<file path="config.mk">
export PLATFORM = sky130hd
export DESIGN_NAME = gcd_requester
export DESIGN_NICKNAME = d
export VERILOG_FILES = /design/src/rtl/gcd_req_pkg.sv /design/src/rtl/gcd_req_fifo.sv /design/src/rtl/gcd_requester.sv
export SDC_FILE = /design/constraint.sdc
export NUM_CORES = 1
export LEC_CHECK = 0
export CORE_UTILIZATION = 49
export DETAILED_ROUTE_END_ITERATION = 16
export PLACE_DENSITY = 0.81
export SKIP_CTS_REPAIR_TIMING = 1
export SLEW_MARGIN = 20
export SYNTH_ARGS = -nofsm -noshare
export SYNTH_HDL_FRONTEND = slang
export SYNTH_SLANG_ARGS = --single-unit
</file>
<file path="constraint.sdc">
create_clock -name clock -period 2.6 [get_ports clock]
set_clock_uncertainty 0.15 [all_clocks]
set_input_delay 0.39 -clock clock [delete_from_list [all_inputs] [get_ports clock]]
set_output_delay 0.39 -clock clock [all_outputs]
set_load 0.05 [all_outputs]
</file>
<file path="src/rtl/gcd_req_pkg.sv">
// rtl/gcd_req_pkg.sv - shared state encoding and default constants for the gcd requester
package gcd_req_pkg;

  localparam int GCD_REQ_WIDTH      = 8;
  localparam int GCD_REQ_WDOG_LIMIT = 64;

  typedef enum logic [1:0] {
    ST_SYNC  = 2'd0,
    ST_IDLE  = 2'd1,
    ST_ISSUE = 2'd2,
    ST_WAIT  = 2'd3
  } gcd_req_state_e;

endpackage

</file>
<file path="src/rtl/gcd_req_fifo.sv">
// rtl/gcd_req_fifo.sv - request FIFO holding {a, b} operand pairs
module gcd_req_fifo
  import gcd_req_pkg::*;
#(
  parameter int W     = 2 * GCD_REQ_WIDTH,
  parameter int DEPTH = 2
) (
  input  logic         clock,
  input  logic         rst_n,
  input  logic         wr_en,
  input  logic [W-1:0] wr_data,
  input  logic         rd_en,
  output logic [W-1:0] rd_data,
  output logic         full,
  output logic         empty
);

  localparam int AW = $clog2(DEPTH);

  logic [W-1:0] mem [DEPTH];
  logic [AW:0]  wr_ptr;
  logic [AW:0]  rd_ptr;
  logic         do_wr;
  logic         do_rd;

  // Extra pointer bit distinguishes full from empty when the indices match.
  assign empty   = (wr_ptr == rd_ptr);
  assign full    = (wr_ptr[AW] != rd_ptr[AW]) && (wr_ptr[AW-1:0] == rd_ptr[AW-1:0]);
  assign do_rd   = rd_en && !empty;
  assign do_wr   = wr_en && (!full || do_rd);
  assign rd_data = mem[rd_ptr[AW-1:0]];

  always_ff @(posedge clock or negedge rst_n) begin
    if (!rst_n) begin
      wr_ptr <= '0;
      rd_ptr <= '0;
    end else begin
      if (do_wr) wr_ptr <= wr_ptr + 1'b1;
      if (do_rd) rd_ptr <= rd_ptr + 1'b1;
    end
  end

  always_ff @(posedge clock) begin
    if (do_wr) mem[wr_ptr[AW-1:0]] <= wr_data;
  end

endmodule

</file>
<file path="src/rtl/gcd_requester.sv">
// rtl/gcd_requester.sv - start/busy initiator for the gcd unit; watchdog built with GCD_REQ_WDOG_EN
module gcd_requester
  import gcd_req_pkg::*;
#(
  parameter int N     = GCD_REQ_WIDTH,
  parameter int DEPTH = 2
`ifdef GCD_REQ_WDOG_EN
  ,
  parameter int WDOG_LIMIT = GCD_REQ_WDOG_LIMIT
`endif
) (
  input  logic         clock,
  input  logic         rst_n,
  input  logic         req_valid,
  output logic         req_ready,
  input  logic [N-1:0] req_a,
  input  logic [N-1:0] req_b,
  output logic         res_valid,
  input  logic         res_ready,
  output logic [N-1:0] res_a,
  output logic [N-1:0] res_b,
  output logic [N-1:0] res_gcd,
  output logic         gcd_start,
  output logic [N-1:0] gcd_a,
  output logic [N-1:0] gcd_b,
  input  logic         gcd_busy,
  input  logic [N-1:0] gcd_o,
  output logic         wdog_err
);

  gcd_req_state_e state;
  logic [2*N-1:0] fifo_rd_data;
  logic           fifo_full;
  logic           fifo_empty;
  logic           push;
  logic           pop;
  logic           slot_free;

  assign req_ready = !fifo_full;
  assign push      = req_valid && req_ready;
  assign slot_free = !res_valid || res_ready;
  assign pop       = (state == ST_IDLE) && !fifo_empty && slot_free;

  gcd_req_fifo #(
    .W     (2 * N),
    .DEPTH (DEPTH)
  ) u_fifo (
    .clock   (clock),
    .rst_n   (rst_n),
    .wr_en   (push),
    .wr_data ({req_a, req_b}),
    .rd_en   (pop),
    .rd_data (fifo_rd_data),
    .full    (fifo_full),
    .empty   (fifo_empty)
  );

  // gcd itself has no reset, so SYNC drains any orphan job before issuing.
  always_ff @(posedge clock or negedge rst_n) begin
    if (!rst_n) begin
      state     <= ST_SYNC;
      gcd_start <= 1'b0;
      gcd_a     <= '0;
      gcd_b     <= '0;
      res_valid <= 1'b0;
      res_a     <= '0;
      res_b     <= '0;
      res_gcd   <= '0;
    end else begin
      if (res_valid && res_ready) res_valid <= 1'b0;
      case (state)
        ST_SYNC: begin
          if (!gcd_busy) state <= ST_IDLE;
        end
        ST_IDLE: begin
          if (pop) begin
            gcd_a     <= fifo_rd_data[2*N-1:N];
            gcd_b     <= fifo_rd_data[N-1:0];
            gcd_start <= 1'b1;
            state     <= ST_ISSUE;
          end
        end
        ST_ISSUE: begin
          gcd_start <= 1'b0;
          state     <= ST_WAIT;
        end
        ST_WAIT: begin
          if (!gcd_busy) begin
            res_gcd   <= gcd_o;
            res_a     <= gcd_a;
            res_b     <= gcd_b;
            res_valid <= 1'b1;
            state     <= ST_IDLE;
          end
        end
        default: state <= ST_SYNC;
      endcase
    end
  end

`ifdef GCD_REQ_WDOG_EN
  localparam int WCW = $clog2(WDOG_LIMIT + 1);
  localparam logic [WCW-1:0] WDOG_MAX  = WCW'(WDOG_LIMIT);
  localparam logic [WCW-1:0] WDOG_LAST = WCW'(WDOG_LIMIT - 1);

  logic [WCW-1:0] wdog_cnt;
  logic           wdog_q;

  // Counter saturates at the limit; the error flag is sticky until reset.
  always_ff @(posedge clock or negedge rst_n) begin
    if (!rst_n) begin
      wdog_cnt <= '0;
      wdog_q   <= 1'b0;
    end else if (state == ST_ISSUE) begin
      wdog_cnt <= '0;
    end else if ((state == ST_WAIT) && gcd_busy && (wdog_cnt != WDOG_MAX)) begin
      wdog_cnt <= wdog_cnt + 1'b1;
      if (wdog_cnt == WDOG_LAST) wdog_q <= 1'b1;
    end
  end

  assign wdog_err = wdog_q;
`else
  assign wdog_err = 1'b0;
`endif

endmodule

</file>
=== After elaboration in Yosys (flattened, before gate mapping) ===
Memory sizes are Yosys's and may differ from the RTL's. A register that Yosys moved wholly into a read port is not among the register bits.
Index checks and enable logic that the tools add are counted.

* Bits in registers: 32
* Memory bits (writable): 32
* Bits of input ports: 29
* Memories kept: 1

* Add/sub/neg operators: 2
* Equal/unequal tests: 8
* Muxes and demuxes: 10
* Bitwise gates (word level): 1
* Reduce and logical (&&, ||, !) cells: 20

{| class="wikitable"
|+ Memories
! memory !! words !! width !! read ports !! clocked after Yosys merged registers in !! wr ports !! line !! RTL
|-
| u_fifo.mem || 2 || 16 || 1 || 1 || 1 || gcd_req_fifo.sv:20 || <nowiki>logic [W-1:0] mem [DEPTH];</nowiki>
|}

{| class="wikitable"
|+ Operators with widths
! kind !! number
|-
| 2-bit AND reduction || 4
|-
| 1-bit logical AND || 7
|-
| 1-bit 2-to-1 mux || 6
|-
| 2-bit case mux with 3 select lines || 1
|-
| 2-bit by 1-bit adder with 2-bit output, second input constant || 2
|-
| 2-bit == test, second input constant || 2
|-
| 1-bit zero test || 4
|-
| 2-bit 2-to-1 mux || 2
|-
| 2-bit by 1-bit == test with 1-bit output, second input constant || 1
|-
| 2-bit == test || 1
|-
| 2-bit zero test || 1
|-
| 1-bit logical OR || 2
|-
| 2-bit by 1-bit != test with 1-bit output, second input constant || 1
|-
| 2-bit != test, second input constant || 1
|-
| 1-bit case mux with 2 select lines || 1
|-
| 2-bit nonzero test || 1
|-
| 2-bit OR reduction || 1
|-
| 1-bit == test || 1
|-
| 1-bit != test || 1
|-
| 1-bit NOT || 1
|}

=== Longest topological paths before layout ===
* Depth after elaboration: 9
* Mapped depth: 6
* Depth with buffers taken out: 5

=== Hierarchy ===
Synthesis repeated with hierarchy kept, for this count alone.

* Cell total of the unflattened synthesis: 190
* Area total of the unflattened synthesis: 3193.1 um2

{| class="wikitable"
|+ By module, submodules not included
! module !! times used !! cells an instance !! area each (um2)
|-
| gcd_requester || 1 || 112 || 1786.7
|-
| gcd_req_fifo || 1 || 78 || 1406.3
|}

=== Least setup slack after synthesis ===
OpenSTA, ideal clock, no wires.

* Path type: flip-flop to flip-flop
* Start point: register u_fifo.rd_ptr[0]
* End point: memory u_fifo.mem[0][0] (netlist name) (enable)
* Library setup time: 0.388 ns
* Data arrival time: 1.666 ns
* Required time: 2.062 ns
* Slack: 0.396 ns
* Stages on the path, launching flop included: 5
* Path buffers: 1
* Clock period less this slack: 2.204 ns
* Cell sequence: dfrtp_1 -> buf_2 -> xor2_1 -> o21ai_0 -> nor2_1

* Word-level cells in the longest chain between the ends: 9

{| class="wikitable"
|+ Ends and longest elaborated chain
! element !! line !! RTL
|-
| from (decl) || gcd_req_fifo.sv:22 || <nowiki>logic [AW:0] rd_ptr;</nowiki>
|-
| from (signal assigned) || gcd_req_fifo.sv:39 || <nowiki>if (do_rd) rd_ptr <= rd_ptr + 1'b1;</nowiki>
|-
| 2-bit == test || gcd_req_fifo.sv:27 || <nowiki>assign empty = (wr_ptr == rd_ptr);</nowiki>
|-
| 1-bit zero test || gcd_req_fifo.sv:29, gcd_requester.sv:42 ||
|-
| 1-bit logical AND (2 in a row) || gcd_requester.sv:42 || <nowiki>assign pop = (state == ST_IDLE) && !fifo_empty && slot_free;</nowiki>
|-
| 1-bit logical AND || gcd_req_fifo.sv:29 || <nowiki>assign do_rd = rd_en && !empty;</nowiki>
|-
| 1-bit logical OR || gcd_req_fifo.sv:30 || <nowiki>assign do_wr = wr_en && (!full || do_rd);</nowiki>
|-
| 1-bit logical AND (*) || gcd_req_fifo.sv:30 ||
|-
| 1-bit 2-to-1 mux (*) || gcd_req_fifo.sv:44 || <nowiki>if (do_wr) mem[wr_ptr[AW-1:0]] <= wr_data;</nowiki>
|-
| 1-bit 2-to-1 mux (not written as such) (*) || gcd_req_fifo.sv:44 ||
|-
| to (decl) || gcd_req_fifo.sv:20 ||
|}

Mark *: on every way between the ends. The rest lies on a longest branch, timed or not.

=== Worst setup path after layout ===
* Start point: register u_fifo.rd_ptr[0]
* End point: output port req_ready

* Word-level cells in the longest chain between the ends: 3

{| class="wikitable"
|+ Ends and longest elaborated chain
! element !! line !! RTL
|-
| 1-bit == test || gcd_req_fifo.sv:28 || <nowiki>assign full = (wr_ptr[AW] != rd_ptr[AW]) && (wr_ptr[AW-1:0] == rd_ptr[AW-1:0]);</nowiki>
|-
| 1-bit logical AND || gcd_req_fifo.sv:28 ||
|-
| 1-bit zero test || gcd_requester.sv:39 || <nowiki>assign req_ready = !fifo_full;</nowiki>
|-
| to (decl) || gcd_requester.sv:15 || <nowiki>output logic req_ready,</nowiki>
|}

No other way between the ends.

==> impl_metrics.json <==
{
  "io_pins": 73,
  "areaGrowthSynthToFinish_pct": 33.7,
  "critPathTopFamily": "flip-flops",
  "utilization_pct": 69.2,
  "die_w_um": 82.0,
  "layout_commonest_cell": "clkdlybuf4s50_1",
  "cts_tree": "yes",
  "grt_max_degree": 26,
  "cp_cell_sequence": "xnor2_2 > nand2_1 > buf_12",
  "period_needed_ns": 2.16,
  "fp-row-count": 28,
  "insertion_delay_ns": 0.35,
  "grt-ovfl-total": 0,
  "htreeDepth": 3,
  "r2r-end": "gcd_a[4]$_DFFE_PN0P_",
  "clock-sinks": 80,
  "finalCritPeriodShare_pct": 83.2,
  "fin_nets": 299,
  "setup_viol": 0,
  "tns_ns": 0,
  "syn_inst": 184,
  "status": "finished clean",
  "hold_path_class": "in2async",
  "dr.pass1.iters": 4,
  "gp_congestion": 0.763,
  "cts_buffers": 9,
  "die_height_um": 82.0,
  "start_kind": "flip-flop",
  "maxSlewHeadroom_pct": 63.4,
  "drt-initial-drc-count": 71,
  "cts_root_buf": "clkbuf_8",
  "final-hold-violation-count": 0,
  "worst_pin_slew_ns": 0.547,
  "yosysWarnings": 0,
  "vias_per_cell": 5.16,
  "nFillCells": 411,
  "diodes": 0,
  "wire_per_inst_um": 16.9,
  "ant_nets": 0,
  "initial_utilization_pct": 51.8,
  "clk_pin_slew_worst_paths_ns": 0.09,
  "reg2reg_depth": 6,
  "crit_path_end_kind": "output pin",
  "ys_types": 29,
  "max-cap-violations": 0,
  "grt_usage_pct": 19.9,
  "post_synth.cell_area_avg_um2": 17.0,
  "route.detailed.drc": 0,
  "slew_violations": 0,
  "hpwl_um": 4010,
  "crit_type": "reg2out",
  "cp_slowest_stage_delay_ns": 0.52,
  "ctsLongestPathBuffers": 2,
  "dieArea_um2": 6730,
  "routed-via-count": 1791,
  "cp.arrival_ns": 1.62,
  "cp_max_fo": 8,
  "fmax_ghz": 0.463,
  "syn-cell-area_um2": 3140,
  "rrSetupSlack_ns": 0.64,
  "rsz0062_at_grt": "no",
  "port_buffers": 71,
  "final_cell_mix": "clkdlybuf4s50_1 (69), mux2_2 (56), dfrtp_1 (48)",
  "cp.depth": 3,
  "yosysSeqAreaShare_pct": 68.9,
  "synth_seq_cells": 80,
  "path_buf_inv": 1,
  "multi_input_area_um2": 908,
  "slowest_stage": "dfrtp_1",
  "antenna_found_initial": 0,
  "drive_above_1_share_pct": 32.4,
  "syn_nets": 216,
  "coreArea_um2": 6060,
  "grt_pass1_vias": 1926,
  "finalWirelength_um": 5860,
  "timing.rr.start": "state[1]$_DFFE_PN0P_",
  "required_ns": 2.06,
  "seq_area_um2": 2160,
  "grt_pass1_wl_um": 9380
}
[metrics by stage]
stage          cells  area (um^2)  hold WS, ns  setup WS, ns
4_1_cts          346         4190       -0.239         0.419
2_1_floorplan    184         3140      -0.0556         0.396
3_5_place_dp     330         3970        0.146         0.502
6_report         347         4200        0.316         0.438
3_3_place_gp     330         3970        0.131         0.545
5_1_grt          347         4200        0.332         0.330
[metal layers]
metal / up-vias / part of all wire, % / GRT usage, %
met5: - / 0 / 0
met4: 0 / 1.1 / 8.95
met3: 9 / 6.7 / 5.89
met2: 61 / 49 / 32.6
met1: 894 / 43 / 24.2
li1: 827 / - / -
[kinds of logic (layout without fill, tap and decap cells)]
| group | count (synthesis) | count (layout) | share of synthesized area, % |
|---|---|---|---|
| AOI/OAI and AO/OA | 13 | 13 | 3.35 |
| xor gates and xnor gates | 8 | 8 | 2.71 |
| adders and majority gates | 3 | 3 | 1.20 |
| buffers and inverters | 14 | 102 | 2.19 |
| DFF | 80 | 80 | 68.9 |
| muxes | 56 | 56 | 20.1 |
| other | 1 | 1 | 0.120 |
| and+or+nand+nor | 9 | 9 | 1.40 |
[area by class of cell]
cell class / instances / share of cell area (%)
clock inverter: 7 / 2.27
clock buffer: 9 / 2.95
sequential: 80 / 51.5
tap: 75 / 2.24
timing repair buffer: 81 / 18.9
inverter: 5 / 0.447
multi-input combinational: 90 / 21.7
[registers in the layout (all words and copies together), names as in the netlist]
| name | flops |
|---|---|
| u_fifo.mem | 32 |
| gcd_a | 8 |
| gcd_b | 8 |
| res_a | 8 |
| res_b | 8 |
| res_gcd | 8 |
| state | 2 |
| u_fifo.rd_ptr | 2 |
| u_fifo.wr_ptr | 2 |
| gcd_start | 1 |
| res_valid | 1 |
[cell usage after synthesis (all sizes together)]
master	instances	area [um^2]
o221ai	1	8.76
nor2	2	7.51
edfxtp	32	961
a21oi	2	10.0
conb	1	3.75
buf	7	42.5
nand2	3	11.3
ha	3	37.5
inv	5	18.8
o21ai	2	10.0
o2bb2ai	1	8.76
a2111o	1	11.3
xor2	4	35.0
o211ai	1	7.51
a31oi	2	12.5
nand4	1	6.26
o311ai	1	8.76
a211oi	2	27.5
or2	1	6.26
dfrtp	48	1200
nor2b	2	12.5
xnor2	4	50.1
mux2	56	631
clkbuf	2	7.51
[worst max-delay path by stage]
stage | start | endpoint
final | u_fifo.rd_ptr[0]$_DFFE_PN0P_ | req_ready
after global routing | u_fifo.rd_ptr[0]$_DFFE_PN0P_ | req_ready
after CTS | u_fifo.rd_ptr[0]$_DFFE_PN0P_ | req_ready
after detailed placement | res_ready | gcd_a[4]$_DFFE_PN0P_
after global placement | res_ready | gcd_b[5]$_DFFE_PN0P_
after floorplan | u_fifo.rd_ptr[0]$_DFFE_PN0P_ | u_fifo.mem[0][0]$_DFFE_PP_
Power is not shown: default switching activity piles up to over one toggle a cycle in this logic, so the estimate is an artifact.
